$ cat config.mk
export PLATFORM = sky130hd
export DESIGN_NAME = alu_arbiter
export DESIGN_NICKNAME = d
export VERILOG_FILES = /design/src/rtl/alu_arbiter_pkg.sv /design/src/rtl/alu_arbiter_rr_arb2.sv /design/src/rtl/alu_arbiter.sv
export SDC_FILE = /design/constraint.sdc
export NUM_CORES = 1
export LEC_CHECK = 0
export BUFFER_PORTS_ARGS = -buffer_cell sky130_fd_sc_hd__buf_2
export CAP_MARGIN = 40
export CORE_AREA = 2 2 65 67
export CTS_BUF_LIST = sky130_fd_sc_hd__clkbuf_2
export DETAILED_ROUTE_END_ITERATION = 16
export DIE_AREA = 0 0 67 69
export PLACE_DENSITY = 0.77
export SLEW_MARGIN = 10
export SYNTH_ARGS = -nofsm -noshare
export SYNTH_HDL_FRONTEND = slang
export SYNTH_SLANG_ARGS = --single-unit
$ cat constraint.sdc
create_clock -name clk -period 2.05 [get_ports clk]
set_input_delay 0.205 -clock clk [delete_from_list [all_inputs] [get_ports clk]]
set_output_delay 0.205 -clock clk [all_outputs]
set_load 0.01 [all_outputs]
$ cat src/rtl/alu_arbiter_pkg.sv
// Shared constants for the two-requester ALU arbiter: widths, requester ids, opcodes.
package alu_arbiter_pkg;

    localparam int ARB_DSIZE  = 16;
    localparam int ARB_FLAG_W = 3;

    localparam logic REQ_EX = 1'b0;
    localparam logic REQ_AU = 1'b1;

    typedef enum logic [2:0] {
        OP_ADD = 3'd0,
        OP_SUB = 3'd1,
        OP_AND = 3'd2,
        OP_OR  = 3'd3,
        OP_SLL = 3'd4,
        OP_SRL = 3'd5,
        OP_SRA = 3'd6,
        OP_RL  = 3'd7
    } alu_op_e;

endpackage

$ cat src/rtl/alu_arbiter_rr_arb2.sv
// 2-way arbiter, round-robin by default; ALU_ARB_FIXED_PRIO_EN makes req[0] always win.
// Latency: combinational grant. Backpressure: losing requester holds req and retries.
module rr_arb2 (
    input  logic       clk,
    input  logic       rst,
    input  logic [1:0] req,
    output logic [1:0] gnt
);

`ifdef ALU_ARB_FIXED_PRIO_EN
    always_comb begin
        gnt = 2'b00;
        if (req[0])
            gnt = 2'b01;
        else if (req[1])
            gnt = 2'b10;
    end
`else
    // rr_last names the most recently granted requester; reset to 1 so req 0 wins first.
    logic rr_last;

    always_comb begin
        gnt = req;
        if (req == 2'b11)
            gnt = rr_last ? 2'b01 : 2'b10;
    end

    always_ff @(posedge clk) begin
        if (rst)
            rr_last <= 1'b1;
        else if (|gnt)
            rr_last <= gnt[1];
    end
`endif

endmodule

$ cat src/rtl/alu_arbiter.sv
// Shares one registered ALU between EX (req 0) and the address unit (req 1); ALU_ARB_FIXED_PRIO_EN selects fixed priority.
// Latency: grant same cycle, response exactly one cycle later. Backpressure: none on responses; losers retry.
module alu_arbiter
    import alu_arbiter_pkg::*;
#(
    parameter int DSIZE  = ARB_DSIZE,
    parameter int FLAG_W = ARB_FLAG_W
) (
    input  logic              clk,
    input  logic              rst,
    input  logic              req0,
    input  logic              req1,
    input  logic [2:0]        op0,
    input  logic [2:0]        op1,
    input  logic [DSIZE-1:0]  a0,
    input  logic [DSIZE-1:0]  b0,
    input  logic [DSIZE-1:0]  a1,
    input  logic [DSIZE-1:0]  b1,
    input  logic [3:0]        imm0,
    input  logic [3:0]        imm1,
    output logic              gnt0,
    output logic              gnt1,
    output logic              rsp_valid0,
    output logic              rsp_valid1,
    output logic [DSIZE-1:0]  rsp_out,
    output logic [FLAG_W-1:0] rsp_flag,
    output logic [DSIZE-1:0]  alu_a,
    output logic [DSIZE-1:0]  alu_b,
    output logic [2:0]        alu_op,
    output logic [3:0]        alu_imm,
    output logic [FLAG_W-1:0] alu_lastflag,
    input  logic [DSIZE-1:0]  alu_out,
    input  logic [FLAG_W-1:0] alu_flag
);

    logic [1:0]        gnt;
    logic              grant_any;
    logic              gid;
    logic              inflight;
    logic              owner;
    logic [FLAG_W-1:0] flag_ctx [2];

    rr_arb2 u_arb (
        .clk (clk),
        .rst (rst),
        .req ({req1, req0}),
        .gnt (gnt)
    );

    assign gnt0      = gnt[0];
    assign gnt1      = gnt[1];
    assign grant_any = |gnt;
    assign gid       = gnt[1] ? REQ_AU : REQ_EX;

    always_comb begin
        alu_op       = OP_AND;
        alu_a        = '0;
        alu_b        = '0;
        alu_imm      = '0;
        alu_lastflag = '0;
        if (gnt[0]) begin
            alu_op  = op0;
            alu_a   = a0;
            alu_b   = b0;
            alu_imm = imm0;
        end else if (gnt[1]) begin
            alu_op  = op1;
            alu_a   = a1;
            alu_b   = b1;
            alu_imm = imm1;
        end
        // Same requester issuing back-to-back: its context is not written yet, so bypass.
        if (grant_any)
            alu_lastflag = (inflight && owner == gid) ? alu_flag : flag_ctx[gid];
    end

    always_ff @(posedge clk) begin
        if (rst) begin
            inflight    <= 1'b0;
            owner       <= REQ_EX;
            flag_ctx[0] <= '0;
            flag_ctx[1] <= '0;
        end else begin
            inflight <= grant_any;
            if (grant_any)
                owner <= gid;
            if (inflight)
                flag_ctx[owner] <= alu_flag;
        end
    end

    assign rsp_valid0 = inflight && (owner == REQ_EX);
    assign rsp_valid1 = inflight && (owner == REQ_AU);
    assign rsp_out    = alu_out;
    assign rsp_flag   = alu_flag;

endmodule

==> results of run 1 <==
==> cells in the mapped netlist (all sizes together) <==
cell    instances
a21bo           1
a21boi          1
a21oi           1
a22o           38
a22oi           3
and2            3
buf            28
clkbuf          1
dfxtp           3
edfxtp          6
inv             5
mux2i           3
nand2           2
nand2b          5
nor2            4
nor2b           2
nor3            1
nor3b           3
o211ai          3
o21ai           1
o221ai          3
or2             1
==> layout make-up <==
cell class	instances	area [um2]
Fill cell	415	2270
Timing Repair Buffer	136	701
Multi-Input combinational cell	75	603
Sequential cell	9	240
Tap cell	50	62.6
Inverter	5	21.3
Clock buffer	4	20.0
==> sequential cells by signal, indices dropped and copies added, names as in the netlist <==
name / cells
inflight: 1
flag_ctx: 6
owner: 1
u_arb.rr_last: 1
==> worst max-delay path, cell delays in order (launching register included) <==
cell	delay [ns]
dfxtp_1	0.47
nor2b_1	0.38
o211ai_1	0.16
a22oi_2	0.21
buf_2	0.16
==> kinds of logic (layout without fill, tap and decap cells) <==
group,count (synthesis),in the layout,synth area share (%)
AO/OA/AOI/OAI,51,51,41.8
buffers and inverters,34,145,21.5
flip-flops,9,9,22.7
multiplexers,3,3,2.83
AND/OR/NAND/NOR,21,21,11.2
==> cell usage in the layout (no fill, tap or decap), drive strengths merged, types with 2 or more instances in the layout <==
cell type,synthesis,layout
dfxtp,3,3
edfxtp,6,6
nor2,4,4
nor3b,3,3
buf,28,136
nand2b,5,5
clkbuf,1,4
o211ai,3,3
mux2i,3,3
a22o,38,38
o221ai,3,3
and2,3,3
nand2,2,2
a22oi,3,3
nor2b,2,2
inv,5,5
==> power breakdown <==
group	leakage (nW)	switching, mW	internal, mW
Clock	0.0166	0.0586	0.0519
Sequential	0.0881	0.00829	0.206
Combinational	0.855	0.175	0.191
==> per-layer routing <==
layer	track usage (%)	wire length (um)	up-vias
li1	-	-	657
met1	14.8	1310	604
met2	26.8	1880	81
met3	2.45	321	6
met4	5.22	21	0
met5	0	0	-
==> path summary, 6_finish.rpt <==
path                                        end  cells past startpoint  slack [ns]
worst max-delay path            alu_lastflag[1]                      4        0.21
worst min-delay path                   inflight                      2        0.24
worst max register to register   flag_ctx[0][1]                      3        0.66
worst min register to register            owner                      2        0.53
==> flow_summary.toml, run 1 <==
[clock_tree]
post_cts_resized = 0
cts_setup_buffers = 0
cts_tree = "done"
htree_levels = 1
clk_path_buf_depth = 2
clkTransAtPathRegs_ns = 0.08
numCtsBuffers = 3
clk_latency_ns = 0.24
clock-sinks = 9
cts-root-buf = "clkbuf_2"
postCtsHoldBufs = 0

[sta]
fmax_mhz = 544
finalMaxSlewViolations = 0
hold_ws_ns = 0.242
setup_ws_ns = 0.212
skew_ns = 0.00254
finalSetupViolations = 0
worstMarginPinSlew_ns = 0.383
finalHoldViolations = 0
min_period_ns = 1.84
grt_setup_unrepaired = "no"
max_slew_margin_pct = 74.4
finalCritPeriodShare_pct = 89.6
setup_tns_ns = 0

[place]
portBuffers = 133
place_ws_ns = 0.445
place_inst = 275
hpwl_um = 2890
placed_cell_area_mm2 = 0.00163
place_congestion = 0.691

[detailed_routing]
vias = 1348
firstDrtPassIters = 4
dr.first_iter.drc_count = 26
wire_per_inst_um = 12.7
finalWirelength_um = 3540
via_per_inst = 4.83
ant_nets = 0
drcViolationCount = 0

[worst_hold_path]
min_path_type = "input port to flop"
min-delay-start = "rst"

[yosys]
synthTopCellsByArea = "a22o_1 (31%), edfxtp_1 (17%), buf_4 (14%), dfxtp_1 (5.7%), nand2b_1 (3.0%)"
yosysSeqAreaShare_pct = 22.7
ys.warnings.count = 0
ys_seq_elements = 9
synth.cell_area_mm2 = 0.00106
synth_top_area_share_pct = 31.4
syn_inst = 118
synth.distinct_cells = 27
synthDominantAreaCellType = "a22o_1"
avgSynthCellArea_um2 = 8.98
syn_nets = 219

[grt]
grtUsageTotal_pct = 14.1
grt-ovfl-total = 0
grt_max_degree = 30
grt_pass1_wl_um = 5290
antenna_found_initial = 0
grt_pass1_vias = 1243

[worst_setup_path]
critPathLaunchType = "flop"
worst_ep_arrival_time_ns = 1.63
crit_start = "inflight"
path_class = "flop to output pin"
path_max_fanout = 8
end_kind = "output pin"
r2r-start = "inflight"
crit_required_ns = 1.85

[pwr]
power_leakage_nw = 0.959
power_uw = 690
ir_drop_uv = 142
p_per_area_mw_per_mm2 = 419

[layout]
syn_to_final_growth_pct = 55.5
antenna_cells = 0
final_nets = 331
drive_gt1_share_pct = 63.3
final_cells = 279
fin_util_pct = 42.1
stdcell_area_mm2 = 0.00165

[floorplanning]
core_region_area_mm2 = 0.00391
die_w_um = 67
io_pins = 166
die-area_mm2 = 0.00462
start_util_pct = 27.1
fp-row-count = 23
die_h_um = 69

[run]
maxCapViolations = 0

[outcome]
status = "completed"
Note: power is estimated with default switching activity, not from simulation.
==> run 2: changes to the inputs <==
--- a/config.mk
+++ b/config.mk
@@ -12,6 +12,7 @@
 export DETAILED_ROUTE_END_ITERATION = 16
 export DIE_AREA = 0 0 67 69
 export PLACE_DENSITY = 0.77
+export RECOVER_POWER = 50
 export SLEW_MARGIN = 10
 export SYNTH_ARGS = -nofsm -noshare
 export SYNTH_HDL_FRONTEND = slang
==> run 2 against run 1 <==
Clock skew barely moved. Global-route usage did not move. Largest power group unchanged. Critical endpoint unchanged. Non-clock buffer count did not move. Register-to-register slack barely moved.
==> flow_summary.toml, run 2 (same netlist as run 1, synthesis figures left out) <==
[sta]
skew_ns = 0.00265
finalSetupViolations = 0
finalHoldViolations = 0
finalCritPeriodShare_pct = 89.9
setup_tns_ns = 0
setup_ws_ns = 0.208
fmax_mhz = 543
min_period_ns = 1.84
finalMaxSlewViolations = 0
hold_ws_ns = 0.243
max_slew_margin_pct = 73.8
grt_setup_unrepaired = "no"
worstMarginPinSlew_ns = 0.392

[worst_setup_path]
worst_ep_arrival_time_ns = 1.64
critPathLaunchType = "flop"
path_max_fanout = 8
path_class = "flop to output pin"
crit_required_ns = 1.85
end_kind = "output pin"

[detailed_routing]
finalWirelength_um = 3550
vias = 1350
via_per_inst = 4.84
ant_nets = 0
wire_per_inst_um = 12.7
firstDrtPassIters = 4
dr.first_iter.drc_count = 28
drcViolationCount = 0

[clock_tree]
clock-sinks = 9
post_cts_resized = 0
postCtsHoldBufs = 0
cts_tree = "done"
clk_path_buf_depth = 2
htree_levels = 1
cts-root-buf = "clkbuf_2"
clk_latency_ns = 0.24
numCtsBuffers = 3
clkTransAtPathRegs_ns = 0.08
cts_setup_buffers = 0

[layout]
syn_to_final_growth_pct = 54.4
ff_latch_area_um2 = 240
multi_input_area_um2 = 603
largest_reg_flops = 6
regMostFlops = "flag_ctx"
fillers = 417
antenna_cells = 0
final_nets = 331
mostFrequentLayoutCells = "buf_2 (124), a22o_1 (38), clkbuf_1 (9)"
final_common_cell = "buf_2"
final_cells = 279
stdcell_area_mm2 = 0.00164
fin_util_pct = 41.8
drive_gt1_share_pct = 59.4

[grt]
grt-ovfl-total = 0
grt_pass1_vias = 1243
grt_max_degree = 30
antenna_found_initial = 0
grtUsageTotal_pct = 14.1
grt_pass1_wl_um = 5290

[place]
place_congestion = 0.691
place_ws_ns = 0.445
place_inst = 275
hpwl_um = 2890
portBuffers = 133
placed_cell_area_mm2 = 0.00163

[pwr]
ir_drop_uv = 140
power_uw = 687
p_per_area_mw_per_mm2 = 420
power_leakage_nw = 0.929

[floorplanning]
start_util_pct = 27.1
die_h_um = 69
fp-row-count = 23
die_w_um = 67
io_pins = 166
die-area_mm2 = 0.00462
core_region_area_mm2 = 0.00391

[worst_hold_path]
min_path_type = "input port to flop"

[outcome]
status = "completed"

[run]
maxCapViolations = 0
run 2: changes by cell type in the layout (fill, tap and decap cells not counted), sizes merged:
cell,change
buf,-9
clkbuf,+9
run 2: power by group:
| part | internal (mW) | switching, mW | total [mW] |
|---|---|---|---|
| combinational | 0.188 | 0.175 | 0.363 |
| sequential | 0.206 | 0.00824 | 0.214 |
| clock | 0.0519 | 0.0586 | 0.110 |
| total | 0.445 | 0.242 | 0.687 |
run 2: final cells by class:
type                    instances  share of cell area, %
repair buffers                136                   42.1
multi-input cells              75                   36.9
flip-flops and latches          9                   14.7
well taps                      50                   3.82
inverters                       5                   1.30
clock buffers                   4                   1.22
run 2: routing by layer:
metal / routed length [um] / global-route usage, %
met3: 321 / 2.45
met1: 1310 / 14.8
met4: 21 / 5.22
met2: 1900 / 26.8
met5: 0 / 0
run 2: final timing paths:
kind            start         endpoint  slack (ns)  cells past startpoint
min reg2reg     owner            owner        0.53                      2
max reg2reg  inflight   flag_ctx[0][1]        0.66                      3
max          inflight  alu_lastflag[1]        0.21                      4
min               rst         inflight        0.24                      2
run 2: worst max-delay path: stages, from the launching register on:
cell	delay (ns)
dfxtp_1	0.47
nor2b_1	0.39
o211ai_1	0.16
a22oi_2	0.21
buf_2	0.16
